`config.mk`:
```
export PLATFORM = sky130hd
export DESIGN_NAME = softplus_rr_sched
export DESIGN_NICKNAME = d
export VERILOG_FILES = /design/src/rtl/softplus_rr_sched_pkg.sv /design/src/rtl/softplus_rr_sched_arbiter.sv /design/src/rtl/softplus_rr_sched.sv
export SDC_FILE = /design/constraint.sdc
export NUM_CORES = 1
export LEC_CHECK = 0
export CAP_MARGIN = 10
export CORE_AREA = 3 3 83 85
export DETAILED_ROUTE_END_ITERATION = 12
export DIE_AREA = 0 0 86 88
export HOLD_SLACK_MARGIN = 0.06
export PLACE_DENSITY = 0.84
export SLEW_MARGIN = 20
export SYNTH_ARGS = -nofsm -noshare
export SYNTH_HDL_FRONTEND = slang
export SYNTH_SLANG_ARGS = --single-unit
```
`constraint.sdc`:
```
create_clock -name clk -period 5.6 [get_ports clk]
set_input_delay 0.84 -clock clk [delete_from_list [all_inputs] [get_ports clk]]
set_output_delay 0.84 -clock clk [all_outputs]
set_load 0.02 [all_outputs]
```
`src/rtl/softplus_rr_sched_pkg.sv`:
```
// Shared constants and helpers for the round-robin softplus scheduler.
// Operands and results are Q8.8 signed fixed point (8 integer bits, 8 fraction bits).
package softplus_rr_sched_pkg;

    localparam int unsigned DefNReq    = 4;
    localparam int unsigned DefDataW   = 16;
    localparam int unsigned DefPipeLat = 4;

    // Index that follows idx in a ring of n entries.
    function automatic int unsigned rr_wrap_inc(input int unsigned idx, input int unsigned n);
        return (idx + 1 >= n) ? 0 : idx + 1;
    endfunction

endpackage

```
`src/rtl/softplus_rr_sched_arbiter.sv`:
```
// Combinational round-robin arbiter. The search starts at ptr and wraps around.
// The pointer register lives in the parent; this block only reports the winner
// and the pointer value to load if the grant is taken.
module softplus_rr_sched_arbiter
    import softplus_rr_sched_pkg::*;
#(
    parameter int unsigned N    = DefNReq,
    parameter int unsigned IdxW = (N > 1) ? $clog2(N) : 1
) (
    input  logic [N-1:0]    req,
    input  logic            en,
    input  logic [IdxW-1:0] ptr,
    output logic [N-1:0]    gnt,
    output logic [IdxW-1:0] gnt_idx,
    output logic            gnt_valid,
    output logic [IdxW-1:0] next_ptr
);

    logic [IdxW-1:0] cand;

    // First requester at or after ptr wins; nothing is granted while disabled.
    always_comb begin
        cand      = '0;
        gnt_idx   = '0;
        gnt_valid = 1'b0;
        for (int unsigned k = 0; k < N; k++) begin
            cand = IdxW'((32'(ptr) + k) % N);
            if (en && !gnt_valid && req[cand]) begin
                gnt_valid = 1'b1;
                gnt_idx   = cand;
            end
        end
        gnt      = gnt_valid ? (N'(1) << gnt_idx) : '0;
        next_ptr = IdxW'(rr_wrap_inc(32'(gnt_idx), N));
    end

endmodule

```
`src/rtl/softplus_rr_sched.sv`:
```
// Shares one pipelined softplus datapath between N_REQ requesters.
// One operand is admitted per cycle by round-robin; a tag shift register that
// runs alongside the external pipe routes each result back with a one-hot strobe.
module softplus_rr_sched
    import softplus_rr_sched_pkg::*;
#(
    parameter int unsigned N_REQ    = DefNReq,
    parameter int unsigned DATA_W   = DefDataW,
    parameter int unsigned PIPE_LAT = DefPipeLat
) (
    input  logic                      clk,
    input  logic                      reset,
    input  logic                      en,
    input  logic                      drain,
    input  logic [N_REQ-1:0]          req_valid,
    input  logic [N_REQ*DATA_W-1:0]   req_data,
    output logic [N_REQ-1:0]          req_ready,
    output logic [DATA_W-1:0]         sp_in,
    input  logic [DATA_W-1:0]         sp_out,
    output logic [N_REQ-1:0]          res_valid,
    output logic [DATA_W-1:0]         res_data,
    output logic                      busy
);

    localparam int unsigned IdxW = (N_REQ > 1) ? $clog2(N_REQ) : 1;

    logic [IdxW-1:0]   ptr_q, ptr_d;
    logic [N_REQ-1:0]  gnt;
    logic [IdxW-1:0]   gnt_idx;
    logic [IdxW-1:0]   gnt_next_ptr;
    logic              gnt_valid;
    logic              grant_en;

    logic [DATA_W-1:0] sp_in_q, sp_in_d;
    logic [PIPE_LAT:0] vld_sr_q, vld_sr_d;
    logic [IdxW-1:0]   id_sr_q [PIPE_LAT+1];
    logic [IdxW-1:0]   id_sr_d [PIPE_LAT+1];
    logic [N_REQ-1:0]  res_valid_q, res_valid_d;
    logic [DATA_W-1:0] res_data_q, res_data_d;
    logic              busy_q, busy_d;

    assign grant_en = en & ~drain;

    softplus_rr_sched_arbiter #(
        .N    (N_REQ),
        .IdxW (IdxW)
    ) u_arbiter (
        .req       (req_valid),
        .en        (grant_en),
        .ptr       (ptr_q),
        .gnt       (gnt),
        .gnt_idx   (gnt_idx),
        .gnt_valid (gnt_valid),
        .next_ptr  (gnt_next_ptr)
    );

    // Issue, tag tracking and result routing for the next cycle.
    always_comb begin
        // The grant is only ever given to a valid requester, so a grant is a transfer.
        ptr_d   = gnt_valid ? gnt_next_ptr : ptr_q;
        sp_in_d = gnt_valid ? req_data[32'(gnt_idx)*DATA_W +: DATA_W] : '0;

        // Stage 0 is loaded with sp_in; stage PIPE_LAT lines up with sp_out.
        vld_sr_d   = {vld_sr_q[PIPE_LAT-1:0], gnt_valid};
        id_sr_d[0] = gnt_idx;
        for (int unsigned s = 1; s <= PIPE_LAT; s++) begin
            id_sr_d[s] = id_sr_q[s-1];
        end

        res_valid_d = vld_sr_q[PIPE_LAT] ? (N_REQ'(1) << id_sr_q[PIPE_LAT]) : '0;
        res_data_d  = sp_out;
        busy_d      = |vld_sr_d;
    end

    // State registers; reset drops any in-flight samples.
    always_ff @(posedge clk or negedge reset) begin
        if (!reset) begin
            ptr_q       <= '0;
            sp_in_q     <= '0;
            vld_sr_q    <= '0;
            for (int unsigned s = 0; s <= PIPE_LAT; s++) begin
                id_sr_q[s] <= '0;
            end
            res_valid_q <= '0;
            res_data_q  <= '0;
            busy_q      <= 1'b0;
        end else begin
            ptr_q       <= ptr_d;
            sp_in_q     <= sp_in_d;
            vld_sr_q    <= vld_sr_d;
            for (int unsigned s = 0; s <= PIPE_LAT; s++) begin
                id_sr_q[s] <= id_sr_d[s];
            end
            res_valid_q <= res_valid_d;
            res_data_q  <= res_data_d;
            busy_q      <= busy_d;
        end
    end

    assign req_ready = gnt;
    assign sp_in     = sp_in_q;
    assign res_valid = res_valid_q;
    assign res_data  = res_data_q;
    assign busy      = busy_q;

endmodule

```
==> results.yml <==
outcome:
  status: "completed"
drt:
  drt_drc_violations_left: 0
  detail_route.iter0.violations: 251
  vias: 2506
  route.final.wire_length_mm: 7.93
  vias_per_cell: 5.58
  count_of_antenna_violating_nets_left_after_detailed_routing: 0
  wl_per_cell_um: 17.7
  drt-pass1-iter-count: 4
timing:
  final_hold_viol_count: 0
  setup_viol_count_final: 0
  finalWorstPathRequiredPeriod_ns: 4.70
  whs_ns: 0.345
  skew_ns: 0.0119
  max-slew-margin-rel: 0.545
  tns_ns: 0
  drv_slew: 0
  final.period_utilization: 0.839
  maxClockFrequency_ghz: 0.213
  worst_pin_slew_ns: 0.680
  rsz0062_at_grt: "no"
yosys:
  yosysTopAreaCell: "sky130_fd_sc_hd__dfrtp_1"
  syn_area_sq_um: 2740
  syn-num-nets: 343
  avgSynthCellArea_sq_um: 10.8
  netlist-cell-type-count: 45
  synth_cells: 254
  asyncSetResetFlopFracSynth: 1.00
  dominantRegCellSynth: "sky130_fd_sc_hd__dfrtp_1"
  fraction_of_synthesized_cell_area_taken_by_the_top_area_cell_type: 0.494
  synth-edff-count: 0
  ys_top_cells_by_area: "sky130_fd_sc_hd__dfrtp_1 49%, sky130_fd_sc_hd__a221oi_1 10%, sky130_fd_sc_hd__a31oi_1 7.8%"
  synth_warnings: 0
  synth_sequential_area_ratio: 0.494
  ys_ff_latch: 54
pwr:
  swShare: 0.412
  cellPowerDensity_nw_per_um2: 457
  ir_drop_uv: 316
  p_leak_nw: 1.76
  power.share.clock: 0.147
  design_power_total_w: 0.00189
  switchingPower_w: 0.000777
  cellInternalPower_w: 0.00111
  power.sequential.fraction: 0.312
  combinational_cell_fraction_of_total_power: 0.541
critical_path:
  worstPathArrival_ns: 3.86
  crit_path_end: "req_ready[2]"
  sort_of_element_at_the_end_of_the_critical_path: "output pin"
  worst-r2r-cell-count: 7
  timing.rr.end: "sp_in[13]"
  setup_slack_of_the_most_critical_reg_to_reg_path_ns: 2.60
  critPathLaunchType: "input port"
  critical_path_required_ns: 4.76
  rr_startpoint: "ptr_q[1]"
  critical_path_peak_fanout: 36
  first_element_of_the_critical_path: "drain"
  criticalPathCategory: "in2out"
global_route:
  antenna_found_initial: 0
  overflow: 0
  gr-usage-all-layers: 0.212
  grt_pass1_vias: 2464
  grt_start_max_net_pins: 55
  grt_pass1_wl_mm: 12.7
die:
  chipHeight_um: 88
  core.rowCount: 29
  placeableCoreArea_sq_um: 6280
  floorplan.initialDensity: 0.436
  number_of_top_level_pins: 129
  die_area_sq_um: 7570
  chipWidth_um: 86
placed_design:
  hpwlAfterDp_mm: 5.78
  routabilityCongestion: 0.965
  placement.io_buffers: 128
  dp.cells: 441
cells_and_area:
  final_cells: 449
  layout.cells.most_common: "sky130_fd_sc_hd__clkdlybuf4s50_1"
  layout_common_cells: "127 x sky130_fd_sc_hd__clkdlybuf4s50_1, 54 x sky130_fd_sc_hd__dfrtp_1, 37 x sky130_fd_sc_hd__inv_1"
  filler_cell_count: 486
  finish.utilization: 0.658
  num-nets-final: 460
  antenna_cells_inserted: 0
  layout-drive-gt1-share: 0.0833
  flow.area_growth_from_synthesis_pct: 50.8
clocking:
  root_buffer: "sky130_fd_sc_hd__clkbuf_8"
  post-cts-setup-buffer-count: 0
  ctsHoldBuffers: 0
  cts_resized: 0
  clk-insertion-delay-late_ns: 0.31
  cts_max_level: 2
  tritoncts.num_buffers: 5
  tritoncts: "done"
  cts.reportedPaths.clkPinSlew_ns: 0.11
  cts.sinks: 54
  cts_max_path_buffers: 2
flow_run:
  drv.max_cap_violation_count: 0
worst_hold_path:
  hold_class: "reg2reg"
-- critical path, cell delays in order --
cell                              delay [ns]
sky130_fd_sc_hd__clkdlybuf4s50_1        0.45
sky130_fd_sc_hd__nand2b_1               0.22
sky130_fd_sc_hd__a311o_1                0.40
sky130_fd_sc_hd__o21ai_2                0.15
sky130_fd_sc_hd__buf_4                  0.35
sky130_fd_sc_hd__a22o_1                 0.23
sky130_fd_sc_hd__buf_4                  0.36
sky130_fd_sc_hd__and3_1                 0.24
sky130_fd_sc_hd__clkdlybuf4s50_1        0.61
-- synth_stat cells (all sizes together) (3+ instances only) --
library cell / n
clkbuf: 12
nor2b: 3
nor2: 6
a221oi: 32
nand2: 7
mux2i: 20
o21ai: 3
nor3: 3
dfrtp: 54
inv: 39
buf: 12
a31oi: 34
nor3b: 3
-- metrics by stage --
stage | area [sq um] | setup WS, ns
floorplan | 2740 | 2.27
global placement | 4010 | 1.08
detailed placement | 4010 | 0.942
CTS | 4130 | 0.941
global route | 4130 | 0.738
finish | 4130 | 0.903
-- power by group through the flow --
stage               logic (W)  registers (W)  clock network, W
finish                0.00102       0.000588          0.000278
global route          0.00111       0.000603          0.000300
CTS                   0.00102       0.000589          0.000284
detailed placement    0.00101       0.000596                 0
global placement     0.000979       0.000593                 0
floorplan            0.000651       0.000649                 0
-- how the worst min path moves through the flow --
stage / startpoint / end / slack [ns] / depth (start not counted)
final: id_sr_d[7] / id_sr_d[5] / 0.35 / 0
after global routing: id_sr_d[7] / id_sr_d[5] / 0.35 / 0
after CTS: id_sr_d[7] / id_sr_d[5] / 0.35 / 0
after global placement: id_sr_d[7] / id_sr_d[5] / 0.33 / 0
after floorplan: id_sr_d[2] / id_sr_d[0] / 0.33 / 0
after detailed placement: id_sr_d[6] / id_sr_d[4] / 0.33 / 0
-- state kept, by name, indices dropped and copies added (netlist names) --
register	count
busy	1
id_sr_d	8
id_sr_q	2
ptr_q	2
res_data	16
res_valid	4
sp_in	16
vld_sr_q	5
-- area by class of cell --
type | instances | area, sq um | share of cell area
clock buffer | 6 | 82.6 | 0.0200
sequential | 54 | 1350 | 0.327
multi-input combinational | 137 | 1090 | 0.265
tap | 77 | 96.3 | 0.0233
timing repair buffer | 134 | 1320 | 0.320
inverter | 39 | 146 | 0.0355
clock inverter | 2 | 38.8 | 0.00939
-- kinds of logic after synthesis --
kind of cell               after synthesis  synth area share
muxes                                   21            0.0786
DFF                                     54             0.494
and+or+nand+nor                         32            0.0722
AOI/OAI and AO/OA                       83             0.243
adders and majority gates                1           0.00457
buffers and inverters                   63             0.108
-- per-layer routing --
metal,global-route usage,part of all wire,vias to the layer above
li1,-,-,1172
met1,0.279,0.41,1182
met2,0.347,0.49,133
met3,0.0423,0.079,19
met4,0.0791,0.025,0
met5,0,0,-
(Power assumes the default switching activity.)
